--- src/rtl/systolic_pkg.sv ---
// rtl/systolic_pkg.sv - shared state encoding and sizing helpers for the PE-grid sequencer
package systolic_pkg;

    typedef logic [2:0] state_t;

    localparam state_t ST_IDLE   = 3'd0;
    localparam state_t ST_CLEAR  = 3'd1;
    localparam state_t ST_FEED   = 3'd2;
    localparam state_t ST_SETTLE = 3'd3;
    localparam state_t ST_DRAIN  = 3'd4;
    localparam state_t ST_DONE   = 3'd5;

    // PE input register plus accumulator register
    localparam int SETTLE_CYC = 2;

    // Bits needed to hold the longest feed phase: K_max + 2*(N-1)
    function automatic int step_w_min(input int k_w, input int n);
        return $clog2((1 << k_w) + 2 * (n - 1));
    endfunction

endpackage

--- src/rtl/systolic_if.sv ---
// rtl/systolic_if.sv - job request and PE-grid control bundle for systolic_ctrl
interface systolic_if #(
    parameter int N      = 4,
    parameter int K_W    = 8,
    parameter int STEP_W = 10
);
    logic                 i_start;
    logic                 i_abort;
    logic [K_W-1:0]       i_k_len;
    logic                 i_mode;
    logic                 o_busy;
    logic                 o_done;
    logic                 o_sync;
    logic                 o_en;
    logic                 o_mode;
    logic [N-1:0]         o_a_valid;
    logic [N-1:0]         o_b_valid;
    logic [STEP_W-1:0]    o_step;
    logic                 o_drain_valid;
    logic [$clog2(N)-1:0] o_drain_row;

    modport master (
        input  i_start, i_abort, i_k_len, i_mode,
        output o_busy, o_done, o_sync, o_en, o_mode, o_a_valid, o_b_valid,
               o_step, o_drain_valid, o_drain_row
    );

    modport slave (
        output i_start, i_abort, i_k_len, i_mode,
        input  o_busy, o_done, o_sync, o_en, o_mode, o_a_valid, o_b_valid,
               o_step, o_drain_valid, o_drain_row
    );
endinterface

--- src/rtl/systolic_valid_gen.sv ---
// rtl/systolic_valid_gen.sv - per-row/col feed windows; SYSTOLIC_SKEW_EN selects skewed vs broadcast
module systolic_valid_gen #(
    parameter int N      = 4,
    parameter int K_W    = 8,
    parameter int STEP_W = 10
) (
    input  logic              i_feed,
    input  logic [STEP_W-1:0] i_step,
    input  logic [K_W-1:0]    i_k_len,
    output logic [N-1:0]      o_a_valid,
    output logic [N-1:0]      o_b_valid
);
`ifdef SYSTOLIC_SKEW_EN
    localparam int SKEW = 1;
`else
    localparam int SKEW = 0;
`endif

    logic [STEP_W:0] t_ext;
    logic [STEP_W:0] k_ext;

    assign t_ext = {1'b0, i_step};
    assign k_ext = (STEP_W + 1)'(i_k_len);

    // Broadcast is the zero-offset case: every lane's window is [0, K), i.e. all of FEED
    for (genvar r = 0; r < N; r++) begin : g_lane
        localparam logic [STEP_W:0] OFF = (STEP_W + 1)'(r * SKEW);
        assign o_a_valid[r] = i_feed && (t_ext >= OFF) && (t_ext < OFF + k_ext);
    end

    assign o_b_valid = o_a_valid;

endmodule

--- src/rtl/systolic_ctrl.sv ---
// rtl/systolic_ctrl.sv - job sequencer for the N x N PE grid (SYSTOLIC_SKEW_EN: skewed feed)
module systolic_ctrl
    import systolic_pkg::*;
#(
    parameter int N      = 4,
    parameter int K_W    = 8,
    parameter int STEP_W = 10
) (
    input  logic       i_clk,
    input  logic       i_rst_n,
    systolic_if.master bus
);
    localparam int DR_W = $clog2(N);
    localparam int F_W  = step_w_min(K_W, N);
    localparam int CW   = (F_W > STEP_W) ? F_W : STEP_W;

    state_t            state_q, state_d;
    logic [K_W-1:0]    k_q;
    logic              mode_q;
    logic [STEP_W-1:0] step_q;
    logic [DR_W-1:0]   cnt_q;
    logic [CW-1:0]     f_len;
    logic              feed_last, settle_last, drain_last;
    logic              busy, done, sync, en, feed, drain_v;

`ifdef SYSTOLIC_SKEW_EN
    assign f_len = CW'(k_q) + CW'(2 * (N - 1));
`else
    assign f_len = CW'(k_q);
`endif

    assign feed_last   = (CW'(step_q) == f_len - CW'(1));
    assign settle_last = (cnt_q == DR_W'(SETTLE_CYC - 1));
    assign drain_last  = (cnt_q == DR_W'(N - 1));

    always_ff @(posedge i_clk) begin
        if (!i_rst_n) state_q <= ST_IDLE;
        else          state_q <= state_d;
    end

    always_comb begin
        state_d = state_q;
        case (state_q)
            ST_IDLE:   if (bus.i_start) state_d = ST_CLEAR;
            ST_CLEAR:  state_d = (f_len == '0) ? ST_SETTLE : ST_FEED;
            ST_FEED:   if (feed_last)   state_d = ST_SETTLE;
            ST_SETTLE: if (settle_last) state_d = ST_DRAIN;
            ST_DRAIN:  if (drain_last)  state_d = ST_DONE;
            default:   state_d = ST_IDLE;
        endcase
        if (bus.i_abort && state_q != ST_IDLE) state_d = ST_IDLE;
    end

    always_comb begin
        busy    = 1'b0;
        done    = 1'b0;
        sync    = 1'b0;
        en      = 1'b0;
        feed    = 1'b0;
        drain_v = 1'b0;
        case (state_q)
            ST_CLEAR:  begin busy = 1'b1; sync = 1'b1; en = 1'b1; end
            ST_FEED:   begin busy = 1'b1; en = 1'b1; feed = 1'b1; end
            ST_SETTLE: begin busy = 1'b1; en = 1'b1; end
            ST_DRAIN:  begin busy = 1'b1; en = 1'b1; drain_v = 1'b1; end
            ST_DONE:   begin busy = 1'b1; done = 1'b1; end
            default:   ;
        endcase
    end

    // Counters restart whenever the state changes, so each phase begins at 0
    always_ff @(posedge i_clk) begin
        if (!i_rst_n) begin
            k_q    <= '0;
            mode_q <= 1'b0;
            step_q <= '0;
            cnt_q  <= '0;
        end else begin
            if (state_q == ST_IDLE && bus.i_start) begin
                k_q    <= bus.i_k_len;
                mode_q <= bus.i_mode;
            end
            step_q <= (state_q == ST_FEED && state_d == ST_FEED) ? step_q + STEP_W'(1) : '0;
            cnt_q  <= (state_d == state_q && (state_q == ST_SETTLE || state_q == ST_DRAIN))
                      ? cnt_q + DR_W'(1) : '0;
        end
    end

    systolic_valid_gen #(.N(N), .K_W(K_W), .STEP_W(STEP_W)) u_valid_gen (
        .i_feed    (feed),
        .i_step    (step_q),
        .i_k_len   (k_q),
        .o_a_valid (bus.o_a_valid),
        .o_b_valid (bus.o_b_valid)
    );

    assign bus.o_busy        = busy;
    assign bus.o_done        = done;
    assign bus.o_sync        = sync;
    assign bus.o_en          = en;
    assign bus.o_mode        = busy & mode_q;
    assign bus.o_step        = feed ? step_q : '0;
    assign bus.o_drain_valid = drain_v;
    assign bus.o_drain_row   = drain_v ? cnt_q : '0;

endmodule

--- src/flat_wrapper.sv ---
// flat-port wrapper written by rule: the top's interface ports become plain ports
module systolic_ctrl_flat import systolic_pkg::*;
#(
    parameter int N      = 4,
    parameter int K_W    = 8,
    parameter int STEP_W = 10
)
  (i_clk, i_rst_n, bus_i_start, bus_i_abort, bus_i_k_len, bus_i_mode, bus_o_busy, bus_o_done, bus_o_sync, bus_o_en, bus_o_mode, bus_o_a_valid, bus_o_b_valid, bus_o_step, bus_o_drain_valid, bus_o_drain_row);
  systolic_if #(.N(N), .K_W(K_W), .STEP_W(STEP_W)) bus_i ();
  input  logic i_clk;
  input  logic i_rst_n;
  input wire logic [$bits(bus_i.i_start)-1:0] bus_i_start;
  input wire logic [$bits(bus_i.i_abort)-1:0] bus_i_abort;
  input wire logic [$bits(bus_i.i_k_len)-1:0] bus_i_k_len;
  input wire logic [$bits(bus_i.i_mode)-1:0] bus_i_mode;
  output wire logic [$bits(bus_i.o_busy)-1:0] bus_o_busy;
  output wire logic [$bits(bus_i.o_done)-1:0] bus_o_done;
  output wire logic [$bits(bus_i.o_sync)-1:0] bus_o_sync;
  output wire logic [$bits(bus_i.o_en)-1:0] bus_o_en;
  output wire logic [$bits(bus_i.o_mode)-1:0] bus_o_mode;
  output wire logic [$bits(bus_i.o_a_valid)-1:0] bus_o_a_valid;
  output wire logic [$bits(bus_i.o_b_valid)-1:0] bus_o_b_valid;
  output wire logic [$bits(bus_i.o_step)-1:0] bus_o_step;
  output wire logic [$bits(bus_i.o_drain_valid)-1:0] bus_o_drain_valid;
  output wire logic [$bits(bus_i.o_drain_row)-1:0] bus_o_drain_row;
  assign bus_i.i_start = bus_i_start;
  assign bus_i.i_abort = bus_i_abort;
  assign bus_i.i_k_len = bus_i_k_len;
  assign bus_i.i_mode = bus_i_mode;
  assign bus_o_busy = bus_i.o_busy;
  assign bus_o_done = bus_i.o_done;
  assign bus_o_sync = bus_i.o_sync;
  assign bus_o_en = bus_i.o_en;
  assign bus_o_mode = bus_i.o_mode;
  assign bus_o_a_valid = bus_i.o_a_valid;
  assign bus_o_b_valid = bus_i.o_b_valid;
  assign bus_o_step = bus_i.o_step;
  assign bus_o_drain_valid = bus_i.o_drain_valid;
  assign bus_o_drain_row = bus_i.o_drain_row;
  systolic_ctrl #(.N(N), .K_W(K_W), .STEP_W(STEP_W)) u_core (.i_clk(i_clk), .i_rst_n(i_rst_n), .bus(bus_i));
endmodule
--- config.mk ---
export PLATFORM = sky130hd
export DESIGN_NAME = systolic_ctrl_flat
export DESIGN_NICKNAME = d
export VERILOG_FILES = /design/src/rtl/systolic_pkg.sv /design/src/rtl/systolic_if.sv /design/src/rtl/systolic_valid_gen.sv /design/src/rtl/systolic_ctrl.sv /design/src/flat_wrapper.sv
export SDC_FILE = /design/constraint.sdc
export NUM_CORES = 1
export LEC_CHECK = 0
export ABC_CLOCK_PERIOD_IN_PS = 4400
export CORE_MARGIN = 1.5
export CORE_UTILIZATION = 53
export DETAILED_ROUTE_END_ITERATION = 12
export PLACE_DENSITY = 0.83
export REMOVE_ABC_BUFFERS = 1
export SYNTH_ARGS = -nofsm -noshare
export SYNTH_HDL_FRONTEND = slang
export SYNTH_SLANG_ARGS = --single-unit
--- constraint.sdc ---
create_clock -name i_clk -period 4.4 [get_ports i_clk]
set_clock_uncertainty 0.05 [all_clocks]
set_input_delay 0.44 -clock i_clk [delete_from_list [all_inputs] [get_ports i_clk]]
set_output_delay 0.44 -clock i_clk [all_outputs]
set_load 0.03 [all_outputs]
==> results of run 1 <==
[registers in the layout (all words and copies together) (netlist names)]
register        count
u_core.mode_q       1
u_core.cnt_q        2
u_core.step_q      10
u_core.k_q          8
u_core.state_q      3
[worst max-delay path: stages, from the launching register on]
cell,delay (ps)
dfxtp_1,590
nand2b_1,190
nor2_1,440
nand3_1,130
a31oi_1,510
clkdlybuf4s50_1,810
[cells in the mapped netlist, types with 3 or more instances]
library cell  instances
nor3_1                8
nand2_1              27
or3_1                 3
clkbuf_1              4
nand2b_1              8
nand4_1               3
nand3_1               7
ha_1                 12
nor3b_1               3
and2_1               11
inv_1                13
nor2_1               21
o21ai_0               6
dfxtp_1              24
a21oi_1              13
xor2_1                6
buf_4                 7
xnor2_1               9
[layout by cell type, fill, tap and decap left out, types with 2 or more instances in the layout]
cell type	n
nor3b_1	3
xor2_1	6
nor3_1	8
and3_1	2
nand3_1	7
dfxtp_1	24
and2_1	11
nand2_1	27
o21ai_0	6
nand2b_1	8
inv_1	13
clkdlybuf4s50_1	38
mux2i_1	2
nand4_1	3
ha_1	12
nor2_1	21
nor2b_1	2
xnor2_1	9
or2_2	2
or3_1	3
a21oi_1	13
clkbuf_4	3
and4_1	2
[cell families (layout without fill, tap and decap cells)]
logic type	Yosys count	after routing	synth area share
adder cells (fa/ha/maj)	12	12	0.0919
AO/OA/AOI/OAI	30	30	0.126
XOR/XNOR	15	15	0.0804
buffers and inverters	27	56	0.0827
flip-flops	24	24	0.294
AND/OR/NAND/NOR	102	102	0.313
multiplexers	2	2	0.0123
[where the power goes]
group	leakage [nW]	switching, mW	internal, mW
Clock	0.0210	0.0705	0.0507
Combinational	0.516	0.0619	0.0523
Sequential	0.195	0.0128	0.225
[per-layer routing]
metal	routed length [um]	track usage
met4	40	0.0764
met5	0	0
met3	118	0.0527
met2	1640	0.372
met1	1680	0.287
[worst paths after layout]
kind / startpoint / slack [ps] / to
setup / recovery: u_core.state_q[1] / 910 / bus_o_b_valid[0]
hold reg to reg: u_core.mode_q / 410 / u_core.mode_q
setup reg to reg: u_core.step_q[0] / 2020 / u_core.step_q[2]
hold / removal: u_core.mode_q / 410 / u_core.mode_q
[stage by stage]
stage               utilization  hold WS, ps  power, mW
finish                    0.709          412      0.473
global route              0.709          457      0.501
CTS                       0.709          417      0.477
detailed placement        0.697          398      0.355
global placement          0.697          390      0.353
floorplan                     -          379      0.315
[final cells by class]
| cell class | count | area share |
|---|---|---|
| clock buffer | 4 | 0.0181 |
| tap | 31 | 0.0193 |
| multi-input combinational | 161 | 0.507 |
| sequential | 24 | 0.239 |
| timing repair buffer | 38 | 0.190 |
| inverter | 14 | 0.0262 |
==> reports/results.md, run 1 <==
| Metric | Value | Unit |
|:---|:---|:---|
| Fill cell count | 241 | - |
| Net count reported at finish | 267 | - |
| Yosys reg bits | 24 | - |
| Via/cell ratio | 5.44 | - |
| Fin cells | 272 | - |
| Antenna Nets Post-Route | 0 | - |
| First-pass GRT wire length | 5960 | um |
| Clock transition time at the flip-flop clock pins of the worst setup and hold paths | 130 | ps |
| Achievable frequency | 287 | MHz |
| Standby leakage power | 0.732 | nW |
| Largest voltage drop on the vdd net | 0.248 | mV |
| Worst slew pin tran | 911 | ps |
| Worst Setup Start Kind | register | - |
| Fraction of final layout cells with drive strength greater than 1 | 0.0456 | - |
| Gate count of the mapped netlist | 212 | - |
| Combined area of the multi-input logic cells | 0.00102 | sq mm |
| Full die area | 0.00343 | sq mm |
| Status | finished clean | - |
| Final count of negative-setup-slack endpoints | 0 | - |
| Worst setup slack after placement | 1280 | ps |
| RSZ-0062 raised after global routing | false | - |
| DIE HEIGHT | 58.5 | um |
| Max-cap violations | 0 | - |
| Fin crit share | 0.792 | - |
| Number of cells on the worst hold path | 2 | - |
| Post-detailed-placement half-perimeter wirelength | 2690 | um |
| Die outline width | 58.5 | um |
| Core region area | 0.00283 | sq mm |
| Logic depth of the worst register-to-register path | 7 | - |
| Register area share after synthesis | 0.294 | - |
| Buffers inserted by post-CTS timing repair | 0 | - |
| Post-Synthesis Cell Area | 0.00163 | sq mm |
| Final Critical Period | 3490 | ps |
| Number of enable-type register cells in the synthesized netlist | 0 | - |
| Initial Utilization | 0.578 | - |
| All-Layer GR Usage | 0.225 | - |
| Arrival time reported for the critical path endpoint | 3000 | ps |
| Placed cells | 268 | - |
| Endpoint class of the critical path | output pin | - |
| Final routed DRC violation total | 0 | - |
| Areal power density over the cells | 236 | mW/mm^2 |
| Number of diodes added for antenna fixing | 0 | - |
| WL per Instance | 12.8 | um |
| Req. time, crit path | 3910 | ps |
| Routed Wire Length | 3480 | um |
| Crit-path max FO | 13 | - |
| Mean cell area of the mapped netlist | 7.71 | sq um |
| Final total negative setup slack | 0 | ps |
| Async S/R FF share, synth | 0 | - |
| Count of hold-fix buffers inserted at cts | 0 | - |
| Dominant cell type by area after synthesis | dfxtp_1 | - |
| Type of the worst setup path | reg2out | - |
| Worst Hold Class | reg2reg | - |
| Portion of synthesized cell area occupied by the leading cell type | 0.294 | - |
| Insertion delay of the later-clocked pin in the worst-skew pair | 330 | ps |
| Distinct cells, synth | 40 | - |
| Count of pins on the block boundary | 39 | - |
| Commonest register cell after synthesis | dfxtp_1 | - |
| Final-report max-slew violation count | 0 | - |
| Ranking of synthesized cells by area | dfxtp_1 (29%), ha_1 (9.2%), nand2_1 (6.2%) | - |
| Maximum count of clock buffers along a single path | 2 | - |
| Layout Area Growth over Synthesis | 22.8 | % |
| Total clock sinks | 24 | - |
| Clk root buf | clkbuf_4 | - |
| Area occupied by registers | 480 | sq um |
| Routability congestion estimate from global placement | 0.854 | - |
| Count of routing violations after the opening detailed-route iteration | 88 | - |
| Largest net degree at the start of global routing | 15 | - |
| Post-DP Area | 0.00197 | sq mm |
| Number of clock buffers inserted by TritonCTS | 3 | - |
| Number of global-route vias before repair | 1359 | - |
| Post-layout instance area | 0.00201 | sq mm |
| Number of antenna violations at the first check in global routing | 0 | - |
| YS warnings | 0 | - |
| CTS resizes | 0 | - |
| Level count of the clock H-tree | 1 | - |
| # rows | 19 | - |
| Worst Slack Setup Final | 915 | ps |
| Slew HR | 0.388 | - |
| Via count | 1479 | - |
| GRT overflow | 0 | - |
| Total count of hold-check failures in the final report | 0 | - |
| Input/output buffers | 38 | - |
| CTS tree | done | - |
| Pre-antenna DRT Iters | 4 | - |
(Power assumes the default switching activity.)
==> run 2: changes to the inputs <==
ABC_CLOCK_PERIOD_IN_PS = 3500   (was 4400)
CORE_UTILIZATION = 50   (was 53)
PLACE_DENSITY = 0.79   (was 0.83)
clock period = 3.5 ns   (was 4.4 ns; I/O delays follow)
==> run 2 against run 1 <==
Compared with the run above: sequential power increased by 26%; clock power increased by 23%; total power increased by 25%; critical path type unchanged; critical endpoint is now bus_o_b_valid[2]; highest routed layer unchanged.
==> reports/results.md, run 2 (synthesis gave the netlist of run 1 again) <==
| Metric | Value | Unit | Delta |
|:---|:---|:---|:---|
| Buffers inserted by post-CTS timing repair | 0 | - | unchanged |
| Status | finished clean | - | unchanged |
| Crit-path max FO | 8 | - | was 13 |
| Final routed DRC violation total | 0 | - | unchanged |
| Clock transition time at the flip-flop clock pins of the worst setup and hold paths | 130 | ps | about the same |
| Sum of buffers and inverters on the critical path | 2 | - | was 1 |
| Largest registers ranked by flip-flop count | u_core.step_q x10, u_core.k_q x8, u_core.state_q x3 | - | unchanged |
| Number of diodes added for antenna fixing | 0 | - | unchanged |
| Worst Hold Endpoint | u_core.mode_q | - | unchanged |
| CTS resizes | 0 | - | unchanged |
| Level count of the clock H-tree | 1 | - | unchanged |
| Input/output buffers | 38 | - | unchanged |
| Maximum count of clock buffers along a single path | 2 | - | unchanged |
| HP Start | u_core.mode_q | - | unchanged |
| Total power | 0.589 | mW | was 0.473 mW |
| Final count of negative-setup-slack endpoints | 0 | - | unchanged |
| Fin crit share | 0.896 | - |  |
| Via/cell ratio | 5.08 | - | was 5.44 |
| Combinational fraction of design power | 0.240 | - | was 0.241 |
| Pre-antenna DRT Iters | 5 | - | was 4 |
| RSZ-0062 raised after global routing | false | - | unchanged |
| Final total negative setup slack | 0 | ps | unchanged |
| Layout Area Growth over Synthesis | 24.7 | % | was 22.8% |
| Number of cells on the worst hold path | 2 | - | unchanged |
| First-pass GRT wire length | 5540 | um | was 5960 um |
| Core region area | 0.00308 | sq mm | was 0.00283 sq mm |
| Post-layout instance area | 0.00204 | sq mm | was 0.00201 sq mm |
| Routability congestion estimate from global placement | 0.864 | - | was 0.854 |
| Number of antenna violations at the first check in global routing | 0 | - | unchanged |
| Slowest cell on the critical path | clkdlybuf4s50_1 | - | unchanged |
| Register ranked first by flip-flop count | u_core.step_q | - | unchanged |
| Critical Path Most Common Cell | o21ai_0 | - |  |
| CTS tree | done | - | unchanged |
| DIE HEIGHT | 60.2 | um | was 58.5 um |
| Antenna Nets Post-Route | 0 | - | unchanged |
| Switching portion of total power | 0.299 | - | was 0.307 |
| Routed Wire Length | 3240 | um | was 3480 um |
| Post-detailed-placement half-perimeter wirelength | 2540 | um | was 2690 um |
| Number of global-route vias before repair | 1271 | - | was 1359 |
| Die outline width | 60.2 | um | was 58.5 um |
| # rows | 20 | - | was 19 |
| Initial Utilization | 0.531 | - | was 0.578 |
| Fill cell count | 285 | - | was 241 |
| Max-cap violations | 0 | - | unchanged |
| Worst Setup Start Kind | register | - | unchanged |
| Flip-flop count of the largest register, all copies and words added | 10 | - | unchanged |
| Largest net degree at the start of global routing | 15 | - | unchanged |
| GRT overflow | 0 | - | unchanged |
| Highest-count cells in the layout ignoring fill and taps | clkdlybuf4s50_1 (38), nand2_1 (27), dfxtp_1 (24), nor2_1 (21) | - | unchanged |
| Clk network pwr share | 0.253 | - | was 0.256 |
| Count of hold-fix buffers inserted at cts | 0 | - | unchanged |
| Commonest non-fill, non-tap cell in the layout | clkdlybuf4s50_1 | - | unchanged |
| Type of the worst setup path | reg2out | - | unchanged |
| Endpoint class of the critical path | output pin | - | unchanged |
| Launch point of the worst reg-to-reg path | u_core.state_q[1] | - | was u_core.step_q[0] |
| Count of pins on the block boundary | 39 | - | unchanged |
| WL per Instance | 11.3 | um | was 12.8 um |
| Areal power density over the cells | 289 | mW/mm^2 | was 236 mW/mm^2 |
| Net count reported at finish | 268 | - | was 267 |
| Critical Path Max Stage Delay | 750 | ps | was 810 ps |
| Largest voltage drop on the vdd net | 0.187 | mV | was 0.248 mV |
| Worst setup slack for register-to-register paths | 1110 | ps | was 2020 ps |
| Net switching component of the power | 0.176 | mW | was 0.145 mW |
| Final Critical Period | 3130 | ps |  |
| Reg2reg end | u_core.step_q[5] | - | was u_core.step_q[2] |
| Worst Hold Class | reg2reg | - | unchanged |
| Number of clock buffers inserted by TritonCTS | 3 | - | unchanged |
| Insertion delay of the later-clocked pin in the worst-skew pair | 320 | ps | was 330 ps |
| Fraction of final layout cells with drive strength greater than 1 | 0.0537 | - | was 0.0456 |
| Clk root buf | clkbuf_4 | - | unchanged |
| Full die area | 0.00362 | sq mm | was 0.00343 sq mm |
| Arrival time reported for the critical path endpoint | 2730 | ps | was 3000 ps |
| Req. time, crit path | 3100 | ps | was 3910 ps |
| All-Layer GR Usage | 0.201 | - | was 0.225 |
| Critical path, cell by cell | inv_1 -> ha_1 -> nor2b_1 -> o21ai_0 -> nand2b_1 -> a21oi_1 -> o21ai_0 -> a31oi_2 -> clkdlybuf4s50_1 | - | was nand2b_1 -> nor2_1 -> nand3_1 -> a31oi_1 -> clkdlybuf4s50_1 |
| Via count | 1454 | - | was 1479 |
| Cell Int Power | 0.413 | mW | was 0.328 mW |
| Final-report max-slew violation count | 0 | - | unchanged |
| Worst slew pin tran | 865 | ps | was 911 ps |
| Achievable frequency | 319 | MHz |  |
| Critical path's top delay family | buffers and inverters | - | unchanged |
| Logic depth of the worst register-to-register path | 6 | - | was 7 |
| Part of the power in registers | 0.508 | - | was 0.502 |
| Standby leakage power | 0.738 | nW | was 0.732 nW |
| Total count of hold-check failures in the final report | 0 | - | unchanged |
| Total clock sinks | 24 | - | unchanged |
| Post-DP Area | 0.00199 | sq mm | was 0.00197 sq mm |
| Count of routing violations after the opening detailed-route iteration | 66 | - | was 88 |
| Slew HR | 0.419 | - | was 0.388 |
-- run 2: changes by cell type in the layout (fill, tap and decap cells not counted) --
cell,previous run,this run
buf_4,0,1
a31oi_1,1,0
a31oi_2,0,1
-- run 2: worst max-delay path by stage --
| stage | startpoint | end | depth (start not counted) |
|---|---|---|---|
| global route | u_core.k_q[1] | bus_o_a_valid[1] | 9 |
| global placement | u_core.k_q[1] | bus_o_b_valid[3] | 9 |
| floorplan | u_core.k_q[1] | bus_o_a_valid[0] | 8 |
| detailed placement | u_core.k_q[1] | bus_o_b_valid[2] | 9 |
| finish | u_core.k_q[1] | bus_o_b_valid[2] | 9 |
| CTS | u_core.k_q[1] | bus_o_b_valid[2] | 9 |
-- run 2: cell type report --
cell class	count	area [sq um]	share of cell area
timing repair buffer	39	388	0.190
tap	44	55.1	0.0270
multi-input combinational	161	1020	0.503
clock buffer	4	36.3	0.0178
sequential	24	480	0.236
inverter	14	52.6	0.0258
-- run 2: metrics by stage --
| step | setup WS, ps | utilization | hold WS, ps | instances |
|---|---|---|---|---|
| after global placement | 666 | 0.648 | 389 | 282 |
| final | 366 | 0.662 | 413 | 286 |
| after global routing | 141 | 0.662 | 436 | 286 |
| after detailed placement | 605 | 0.648 | 396 | 282 |
| after floorplan | -1650 | - | 379 | 199 |
| after CTS | 210 | 0.660 | 414 | 286 |
-- run 2: layer usage --
metal | GRT usage | wire length, um | vias to the layer above
li1 | - | - | 773
met1 | 0.271 | 1570 | 649
met2 | 0.329 | 1530 | 28
met3 | 0.0238 | 106 | 4
met4 | 0.0667 | 39 | 0
met5 | 0 | 0 | -
-- run 2: worst register-to-register path, stage by stage (launching register included) --
cell and delay, ps:
dfxtp_1 600, nand2b_1 240, or4_1 540, a211oi_2 260, o2111ai_2 200, o21ai_4 310, nor2_1 90
-- run 2: power by group through the flow --
| stage | combinational (mW) | clock (mW) | sequential [mW] |
|---|---|---|---|
| after global placement | 0.139 | 0 | 0.305 |
| after detailed placement | 0.140 | 0 | 0.305 |
| after CTS | 0.142 | 0.152 | 0.299 |
| final | 0.141 | 0.149 | 0.299 |
| after global routing | 0.159 | 0.162 | 0.301 |
| after floorplan | 0.0957 | 0 | 0.300 |
